<file path="src/rtl/usb_cmd_deframer.sv">
// rtl/usb_cmd_deframer.sv - EZ-USB slave-FIFO command packet deframer (optional CHECKSUM_EN trailer check)
module usb_cmd_deframer #(
    parameter logic [7:0] SYNC_BYTE = 8'hA5,
    parameter int         LEN_W     = 11,
    parameter int         MAX_LEN   = 1024
) (
    input  logic             ifclk,
    input  logic             reset_n,
    input  logic [15:0]      in_data,
    input  logic             in_valid,
    output logic             in_ready,
    output logic [15:0]      out_data,
    output logic             out_valid,
    input  logic             out_ready,
    output logic             out_first,
    output logic             out_last,
    output logic [7:0]       out_cmd,
    output logic [LEN_W-1:0] out_len,
    output logic             pkt_done,
    output logic             pkt_err,
    output logic [7:0]       err_count,
    output logic [2:0]       state_dbg
);

    typedef enum logic [2:0] {
        S_HUNT    = 3'd0,
        S_LEN     = 3'd1,
        S_PAYLOAD = 3'd2,
        S_CSUM    = 3'd3,
        S_DROP    = 3'd4
    } state_t;

    localparam logic [LEN_W-1:0] MAX_LEN_V = LEN_W'(MAX_LEN);

    state_t           state;
    state_t           state_nxt;
    logic [LEN_W-1:0] count;
    logic             accept;
    logic             is_sync;
    logic             len_bad;
    logic             last_word;
    logic             done_evt;
    logic             err_evt;
`ifdef CHECKSUM_EN
    logic [15:0]      sum;
`endif

    // Only the payload state can stall; everything else swallows words unconditionally.
    assign in_ready  = (state == S_PAYLOAD) ? (!out_valid || out_ready) : 1'b1;
    assign accept    = in_valid && in_ready;
    assign is_sync   = (in_data[15:8] == SYNC_BYTE);
    assign len_bad   = (in_data[LEN_W-1:0] == '0) || (in_data[LEN_W-1:0] > MAX_LEN_V) ||
                       (in_data[15:LEN_W] != '0);
    assign last_word = (count == out_len - 1'b1);
    assign state_dbg = state;

    always_ff @(posedge ifclk or negedge reset_n) begin
        if (!reset_n) begin
            state <= S_HUNT;
        end else begin
            state <= state_nxt;
        end
    end

    always_comb begin
        state_nxt = state;
        done_evt  = 1'b0;
        err_evt   = 1'b0;
        case (state)
            S_HUNT, S_DROP: begin
                if (accept && is_sync) begin
                    state_nxt = S_LEN;
                end
            end
            S_LEN: begin
                if (accept) begin
                    if (len_bad) begin
                        err_evt   = 1'b1;
                        state_nxt = S_HUNT;
                    end else begin
                        state_nxt = S_PAYLOAD;
                    end
                end
            end
            S_PAYLOAD: begin
                if (accept && last_word) begin
`ifdef CHECKSUM_EN
                    state_nxt = S_CSUM;
`else
                    done_evt  = 1'b1;
                    state_nxt = S_HUNT;
`endif
                end
            end
            S_CSUM: begin
`ifdef CHECKSUM_EN
                if (accept) begin
                    done_evt  = (in_data == sum);
                    err_evt   = (in_data != sum);
                    state_nxt = S_HUNT;
                end
`else
                state_nxt = S_HUNT;
`endif
            end
            default: state_nxt = S_HUNT;
        endcase
    end

    always_ff @(posedge ifclk or negedge reset_n) begin
        if (!reset_n) begin
            out_data  <= '0;
            out_valid <= 1'b0;
            out_first <= 1'b0;
            out_last  <= 1'b0;
            out_cmd   <= '0;
            out_len   <= '0;
            count     <= '0;
            pkt_done  <= 1'b0;
            pkt_err   <= 1'b0;
            err_count <= '0;
`ifdef CHECKSUM_EN
            sum       <= '0;
`endif
        end else begin
            pkt_done <= done_evt;
            pkt_err  <= err_evt;
            if (err_evt && err_count != 8'hFF) begin
                err_count <= err_count + 8'd1;
            end

            if (state == S_PAYLOAD && accept) begin
                out_data  <= in_data;
                out_valid <= 1'b1;
                out_first <= (count == '0);
                out_last  <= last_word;
                count     <= count + 1'b1;
            end else if (out_ready) begin
                out_valid <= 1'b0;
            end

            if ((state == S_HUNT || state == S_DROP) && accept && is_sync) begin
                out_cmd <= in_data[7:0];
            end
            if (state == S_LEN && accept && !len_bad) begin
                out_len <= in_data[LEN_W-1:0];
                count   <= '0;
            end

`ifdef CHECKSUM_EN
            // Running sum covers header, length and payload; the checksum word itself is excluded.
            if ((state == S_HUNT || state == S_DROP) && accept && is_sync) begin
                sum <= in_data;
            end else if ((state == S_LEN || state == S_PAYLOAD) && accept) begin
                sum <= sum + in_data;
            end
`endif
        end
    end

endmodule

</file>
<file path="config.mk">
export PLATFORM = sky130hd
export DESIGN_NAME = usb_cmd_deframer
export DESIGN_NICKNAME = d
export VERILOG_FILES = /design/src/rtl/usb_cmd_deframer.sv
export SDC_FILE = /design/constraint.sdc
export NUM_CORES = 1
export LEC_CHECK = 0
export ABC_AREA = 1
export CORE_MARGIN = 3
export CORE_UTILIZATION = 51
export CTS_CLUSTER_SIZE = 8
export DETAILED_ROUTE_END_ITERATION = 8
export PLACE_DENSITY = 0.77
export SYNTH_ARGS = -nofsm -noshare
export SYNTH_HDL_FRONTEND = slang
export SYNTH_SLANG_ARGS = --single-unit
export TNS_END_PERCENT = 30
</file>
<file path="constraint.sdc">
create_clock -name ifclk -period 2.2 [get_ports ifclk]
set_input_delay 0.55 -clock ifclk [delete_from_list [all_inputs] [get_ports ifclk]]
set_output_delay 0.55 -clock ifclk [all_outputs]
set_load 0.01 [all_outputs]
</file>
==> impl_metrics.env, run 1 <==
export IMPL_status="finished, final reports clean"
export IMPL_final_hold_viol_count=0
export IMPL_hpwl_microns=6580
export IMPL_critPathLaunchType="flip-flop"
export IMPL_cts_root_buf="clkbuf_8"
export IMPL_fmax_mhz=485
export IMPL_ys_async_sr_fraction=1.00
export IMPL_track_usage=0.247
export IMPL_syn_num_nets=465
export IMPL_tritoncts="yes"
export IMPL_avgSynthCellArea_sq_um=7.62
export IMPL_slew_headroom=0.649
export IMPL_cp_data_required_time_ns=1.65
export IMPL_finalSetupTns_ns=0
export IMPL_gp_congestion=0.888
export IMPL_path_buf_inv=1
export IMPL_fin_ws_ns=0.136
export IMPL_yosysTopAreaCell="dfrtp_1"
export IMPL_via_per_inst=5.27
export IMPL_start_util=0.548
export IMPL_portBuffers=70
export IMPL_ys_top_cells_by_area="dfrtp_1, nand2_1, inv_1, nand3_1, o21ai_1"
export IMPL_drt_iter0_drc=185
export IMPL_syn_to_final_growth_pct=31.8
export IMPL_ff2ff_path_depth=13
export IMPL_drv_slew=0
export IMPL_worstPathMaxFanout=9
export IMPL_grt_max_degree=25
export IMPL_critical_path_class="reg -> out"
export IMPL_wl_microns=8570
export IMPL_cts_setup_buffers=0
export IMPL_maxCapViolCount=0
export IMPL_holdWs_ns=0.191
export IMPL_rsz0062_at_grt="no"
export IMPL_critical_path_max_stage_delay_ns=0.63
export IMPL_vias=3203
export IMPL_finalPower_w=0.00407
export IMPL_fin_crit_ns=2.06
export IMPL_synth_cell_type_count=34
export IMPL_die_y_microns=87.1
export IMPL_setup_viol=0
export IMPL_fin_crit_sh=0.938
export IMPL_hold_buffers=0
export IMPL_row_count=28
export IMPL_first_pass_iters=4
export IMPL_drc=0
export IMPL_synth_ff_type="dfrtp_1"
export IMPL_yosys_top_cells_count="nand2_1, dfrtp_1, inv_1"
export IMPL_vdd_ir_drop_max_mv=0.791
export IMPL_fin_skew_ns=0.0110
export IMPL_routedWlPerCell_microns=14.1
export IMPL_clockBufferDepth=2
export IMPL_dieArea_sq_um=7590
export IMPL_grt_pass1_vias=3106
export IMPL_antennaDiodeCount=0
export IMPL_cpLargestDelayFamily="buffers and inverters"
export IMPL_nNetsFinal=552
export IMPL_crit_cells=1
export IMPL_synth_edf_count=0
export IMPL_core_sq_um=6130
export IMPL_cellPowerDensity_nw_per_um2=919
export IMPL_synth_seq_cells=61
export IMPL_ctsHtreeMaxLevel=3
export IMPL_dp_slack_ns=-0.0432
export IMPL_drive_gt1_frac=0.118
export IMPL_antenna_found_initial=0
export IMPL_clk_latency_ns=0.33
export IMPL_synthesis_area_sq_um=3360
export IMPL_cp_slowest_cell="clkdlybuf4s50_1"
export IMPL_path_cells="clkdlybuf4s50_1"
export IMPL_ys_seq_area_frac=0.455
export IMPL_hold_class="in -> async"
export IMPL_clkTransAtPathRegs_ns=0.07
export IMPL_grt_overflow=0
export IMPL_die_w_microns=87.1
export IMPL_final_core_util=0.722
export IMPL_io_pins=72
export IMPL_end_kind="primary output"
export IMPL_yosys_warnings=0
export IMPL_grt_pass1_wl_microns=14600
export IMPL_netlist_area_leader_share=0.455
export IMPL_syn_inst=441
export IMPL_tightestPinTransition_ns=0.527
export IMPL_leakage_nw=2.14
export IMPL_numCtsBuffers=9
export IMPL_cts_sinks=61
export IMPL_worstPathArrival_ns=1.51
export IMPL_post_synth_top_count_cell="nand2_1"
export IMPL_ant_nets=0
## cell usage in the layout (no fill, tap or decap), drive strengths merged
| master | instances |
|---|---|
| o21ai | 51 |
| clkinvlp | 1 |
| bufinv | 1 |
| inv | 61 |
| nor4 | 2 |
| and2 | 1 |
| clkinv | 3 |
| ha | 4 |
| o41ai | 1 |
| nor3 | 12 |
| xnor2 | 5 |
| clkbuf | 12 |
| xor2 | 10 |
| nand3b | 1 |
| clkdlybuf4s50 | 68 |
| nor2 | 33 |
| a21boi | 1 |
| buf | 18 |
| nand2 | 127 |
| a21oi | 7 |
| dlygate4sd2 | 1 |
| conb | 1 |
| dfrtp | 61 |
| nand3 | 42 |
| nand4 | 9 |
## sequential cells by signal (all words and copies together), names as in the netlist, 2 cells and up
name and cells:
count 11, state_dbg 2, err_count 8, out_data 16, out_len 11, out_cmd 8
## stage by stage
step / std cells / area, sq um
after floorplan: 441 / 3360
after global placement: 592 / 4230
after detailed placement: 592 / 4230
after CTS: 608 / 4420
after global routing: 608 / 4430
final: 608 / 4430
## power breakdown
| part | total, W | leakage (nW) | switching [W] | internal, W |
|---|---|---|---|---|
| registers | 0.00157 | 0.801 | 0.000220 | 0.00135 |
| logic | 0.00153 | 1.24 | 0.000835 | 0.000694 |
| clock network | 0.000971 | 0.0964 | 0.000420 | 0.000551 |
## final cells by class
| cell class | count | area [sq um] |
|---|---|---|
| Timing Repair Buffer | 87 | 847 |
| Clock inverter | 4 | 47.5 |
| Fill cell | 499 | 1710 |
| Tap cell | 75 | 93.8 |
| Sequential cell | 61 | 1530 |
| Multi-Input combinational cell | 307 | 1530 |
| Clock buffer | 12 | 145 |
| Inverter | 62 | 233 |
## logic make-up (layout without fill, tap and decap cells)
| kind of cell | after synthesis | count (layout) | share of synthesized area |
|---|---|---|---|
| simple gates | 227 | 227 | 0.306 |
| buf+inv | 73 | 165 | 0.0898 |
| flops | 61 | 61 | 0.455 |
| compound gates | 60 | 60 | 0.0946 |
| xor+xnor | 15 | 15 | 0.0391 |
| fa+ha+maj | 4 | 4 | 0.0149 |
| other cells | 1 | 1 | 0.00112 |
## routing by layer
metal	part of all wire	GRT usage	vias to the layer above
li1	-	-	1588
met1	0.45	0.320	1519
met2	0.48	0.410	81
met4	0.020	0.0990	0
met5	0	0	-
met3	0.046	0.0454	15
## timing repair
action | CTS | global route
setup endpoints to repair | 1 | 1
endpoints found under the hold margin | 0 | 0
resized for setup | 1 | 1
## final timing paths
| path | startpoint | end | slack (ns) |
|---|---|---|---|
| worst min-delay path | reset_n | out_data[4] | 0.19 |
| max in group asynchronous | reset_n | out_data[8] | 1.50 |
| worst max register to register | out_len[0] | state_dbg[1] | 0.24 |
| worst min register to register | out_data[13] | out_data[13] | 0.49 |
| worst max-delay path | out_len[7] | out_len[7] | 0.14 |
| min in group ifclk | out_data[13] | out_data[13] | 0.49 |
(Power assumes the default switching activity.)
==> inputs of run 2 (changes only) <==
--- a/config.mk
+++ b/config.mk
@@ -8,9 +8,11 @@
 export ABC_AREA = 1
 export CORE_MARGIN = 3
 export CORE_UTILIZATION = 51
+export CTS_CLUSTER_DIAMETER = 60
 export CTS_CLUSTER_SIZE = 8
 export DETAILED_ROUTE_END_ITERATION = 8
 export PLACE_DENSITY = 0.77
+export SLEW_MARGIN = 20
 export SYNTH_ARGS = -nofsm -noshare
 export SYNTH_HDL_FRONTEND = slang
 export SYNTH_SLANG_ARGS = --single-unit
==> results of run 2 <==
Same layout as run 1: the final DEF is identical, and so are final timing and power.
==> inputs of run 3 (changes only) <==
--- a/config.mk
+++ b/config.mk
@@ -5,13 +5,13 @@
 export SDC_FILE = /design/constraint.sdc
 export NUM_CORES = 1
 export LEC_CHECK = 0
-export ABC_AREA = 1
+export CAP_MARGIN = 10
 export CORE_MARGIN = 3
-export CORE_UTILIZATION = 51
+export CORE_UTILIZATION = 49
 export CTS_CLUSTER_DIAMETER = 60
 export CTS_CLUSTER_SIZE = 8
 export DETAILED_ROUTE_END_ITERATION = 8
-export PLACE_DENSITY = 0.77
+export PLACE_DENSITY = 0.76
 export SLEW_MARGIN = 20
 export SYNTH_ARGS = -nofsm -noshare
 export SYNTH_HDL_FRONTEND = slang
==> impl_metrics.env, run 3 <==
export IMPL_fin_ws_ns=-0.104
export IMPL_portBuffers=70
export IMPL_synth_ff_type="dfrtp_1"
export IMPL_fin_crit_ns=2.30
export IMPL_synth_cell_type_count=44
export IMPL_row_count=27
export IMPL_start_util=0.519
export IMPL_rrSetupSlack_ns=-0.10
export IMPL_final_core_util=0.767
export IMPL_nNetsFinal=396
export IMPL_setup_viol=9
export IMPL_dieArea_sq_um=6980
export IMPL_syn_num_nets=283
export IMPL_layout_common_cells="dfrtp_1, clkdlybuf4s50_1, buf_4"
export IMPL_tritoncts="yes"
export IMPL_leakage_nw=1.97
export IMPL_cts_sinks=61
export IMPL_syn_to_final_growth_pct=47.8
export IMPL_ys_async_sr_fraction=1.00
export IMPL_vias=2397
export IMPL_end_kind="flip-flop"
export IMPL_netSwitchingFraction=0.275
export IMPL_die_y_microns=83.6
export IMPL_critical_path_class="reg -> reg"
export IMPL_grt_pass1_vias=2464
export IMPL_cp_data_required_time_ns=2.43
export IMPL_worstPathMaxFanout=4
export IMPL_track_usage=0.227
export IMPL_vdd_ir_drop_max_mv=0.483
export IMPL_io_pins=72
export IMPL_clk_latency_ns=0.34
export IMPL_syn_inst=259
export IMPL_power_frac_comb=0.182
export IMPL_ys_top_cells_by_area="dfrtp_1, mux2_2, xnor2_1, xor2_1, nand2_1"
export IMPL_multi_input_comb_area_sq_um=1480
export IMPL_numCtsBuffers=9
export IMPL_reg_top3="out_data: 16 flops, count: 11 flops, out_len: 11 flops"
export IMPL_path_buf_inv=0
export IMPL_via_per_inst=5.34
export IMPL_ys_seq_area_frac=0.518
export IMPL_routedWlPerCell_microns=16.9
export IMPL_drive_gt1_frac=0.292
export IMPL_grt_max_degree=49
export IMPL_ant_nets=0
export IMPL_grt_pass1_wl_microns=12500
export IMPL_synthesis_area_sq_um=2950
export IMPL_hpwl_microns=5470
export IMPL_clkTransAtPathRegs_ns=0.07
export IMPL_final_hold_viol_count=0
export IMPL_antennaDiodeCount=0
export IMPL_cellInternalPower_w=0.00214
export IMPL_antenna_found_initial=0
export IMPL_top_register="out_data"
export IMPL_hold_class="in -> async"
export IMPL_critical_path_max_stage_delay_ns=0.52
export IMPL_maxCapViolCount=0
export IMPL_cp_common_cell="or4_4"
export IMPL_drv_slew=0
export IMPL_fmax_mhz=434
export IMPL_grt_overflow=0
export IMPL_wl_microns=7590
export IMPL_die_w_microns=83.6
export IMPL_p_switching_w=0.000811
export IMPL_fin_skew_ns=0.00625
export IMPL_worstPathArrival_ns=2.53
export IMPL_largest_reg_flops=16
export IMPL_cts_root_buf="clkbuf_8"
export IMPL_fillers=360
export IMPL_gp_congestion=0.836
export IMPL_path_cells="or4_4 -> or4_4 -> mux2_4 -> a31oi_4 -> nor4_4 -> a21o_1"
export IMPL_post_synth_top_count_cell="dfrtp_1"
export IMPL_avgSynthCellArea_sq_um=11.4
export IMPL_drc=0
export IMPL_rsz0062_at_grt="yes"
export IMPL_clockPowerShare=0.359
export IMPL_yosysTopAreaCell="dfrtp_1"
export IMPL_final_cells=449
export IMPL_fin_crit_sh=1.05
export IMPL_netlist_area_leader_share=0.518
export IMPL_drt_iter0_drc=93
export IMPL_register_area_sq_um=1530
export IMPL_dp_cells=431
export IMPL_core_sq_um=5680
export IMPL_cp_slowest_cell="or4_4"
export IMPL_yosys_top_cells_count="dfrtp_1, mux2_2, nand2_1, nor2_1"
export IMPL_synth_edf_count=0
export IMPL_status="complete, but fails checks"
export IMPL_hold_buffers=0
export IMPL_cellPowerDensity_nw_per_um2=678
export IMPL_pwr_share_seq=0.459
export IMPL_synth_seq_cells=61
export IMPL_critPathLaunchType="flip-flop"
export IMPL_ctsHtreeMaxLevel=3
export IMPL_violations="negative setup slack"
export IMPL_first_pass_iters=4
export IMPL_clockBufferDepth=2
export IMPL_yosys_warnings=0
export IMPL_cpLargestDelayFamily="simple AND/OR/NAND/NOR gates"
## run 3: power groups by stage
stage / Clock, W / Sequential, W / Combinational (W)
after floorplan: 0 / 0.00135 / 0.000267
after global placement: 0 / 0.00137 / 0.000518
after detailed placement: 0 / 0.00137 / 0.000532
after CTS: 0.00108 / 0.00135 / 0.000537
after global routing: 0.00114 / 0.00137 / 0.000582
final: 0.00106 / 0.00135 / 0.000538
## run 3: final cells by class
| class | count | area share |
|---|---|---|
| clock buffer | 13 | 0.0388 |
| clock inverter | 3 | 0.00977 |
| inverter | 9 | 0.00776 |
| multi-input combinational | 181 | 0.340 |
| sequential | 61 | 0.351 |
| tap | 72 | 0.0207 |
| timing repair buffer | 110 | 0.232 |
## run 3: routing by layer
layer / track usage / wire length [microns]
met5: 0 / 0
met1: 0.282 / 3260
met4: 0.0936 / 102
met3: 0.0543 / 374
met2: 0.380 / 3850
## run 3: metrics by stage
stage / hold WS (ns) / power (W) / setup slack (ns) / cell area, sq um / setup TNS [ns]
after global routing: 0.120 / 0.00309 / -0.148 / 4360 / -0.721
after global placement: 0.461 / 0.00189 / -0.575 / 4000 / -13.78
after CTS: 0.109 / 0.00297 / -0.102 / 4300 / -0.170
after detailed placement: 0.473 / 0.00190 / -0.740 / 4000 / -17.46
after floorplan: 0.254 / 0.00162 / -0.00993 / 2960 / -0.00993
final: 0.115 / 0.00295 / -0.104 / 4360 / -0.215
## run 3: final timing paths
| check | start | end | cells after the start |
|---|---|---|---|
| max | out_len[0] | out_last | 6 |
| max reg2reg | out_len[0] | out_last | 6 |
| min in group ifclk | out_first | out_first | 2 |
| max in group asynchronous | reset_n | out_len[0] | 2 |
| min reg2reg | out_first | out_first | 2 |
| min | reset_n | count[8] | 1 |
## run 3: kinds of logic (layout without fill, tap and decap cells)
family | Yosys count | after routing | share of synthesized area
adders and majority gates | 5 | 5 | 0.0204
other | 1 | 1 | 0.00127
muxes | 36 | 36 | 0.138
AOI/OAI and AO/OA | 20 | 20 | 0.0424
DFF | 61 | 61 | 0.518
xor gates and xnor gates | 26 | 26 | 0.0773
and+or+nand+nor | 93 | 93 | 0.177
buffers and inverters | 17 | 135 | 0.0263
## run 3: timing repair
action	in CTS	in global routing
pin swaps	9	4
setup buffers	3	0
setup endpoints to repair	39	39
gates resized for setup	22	13
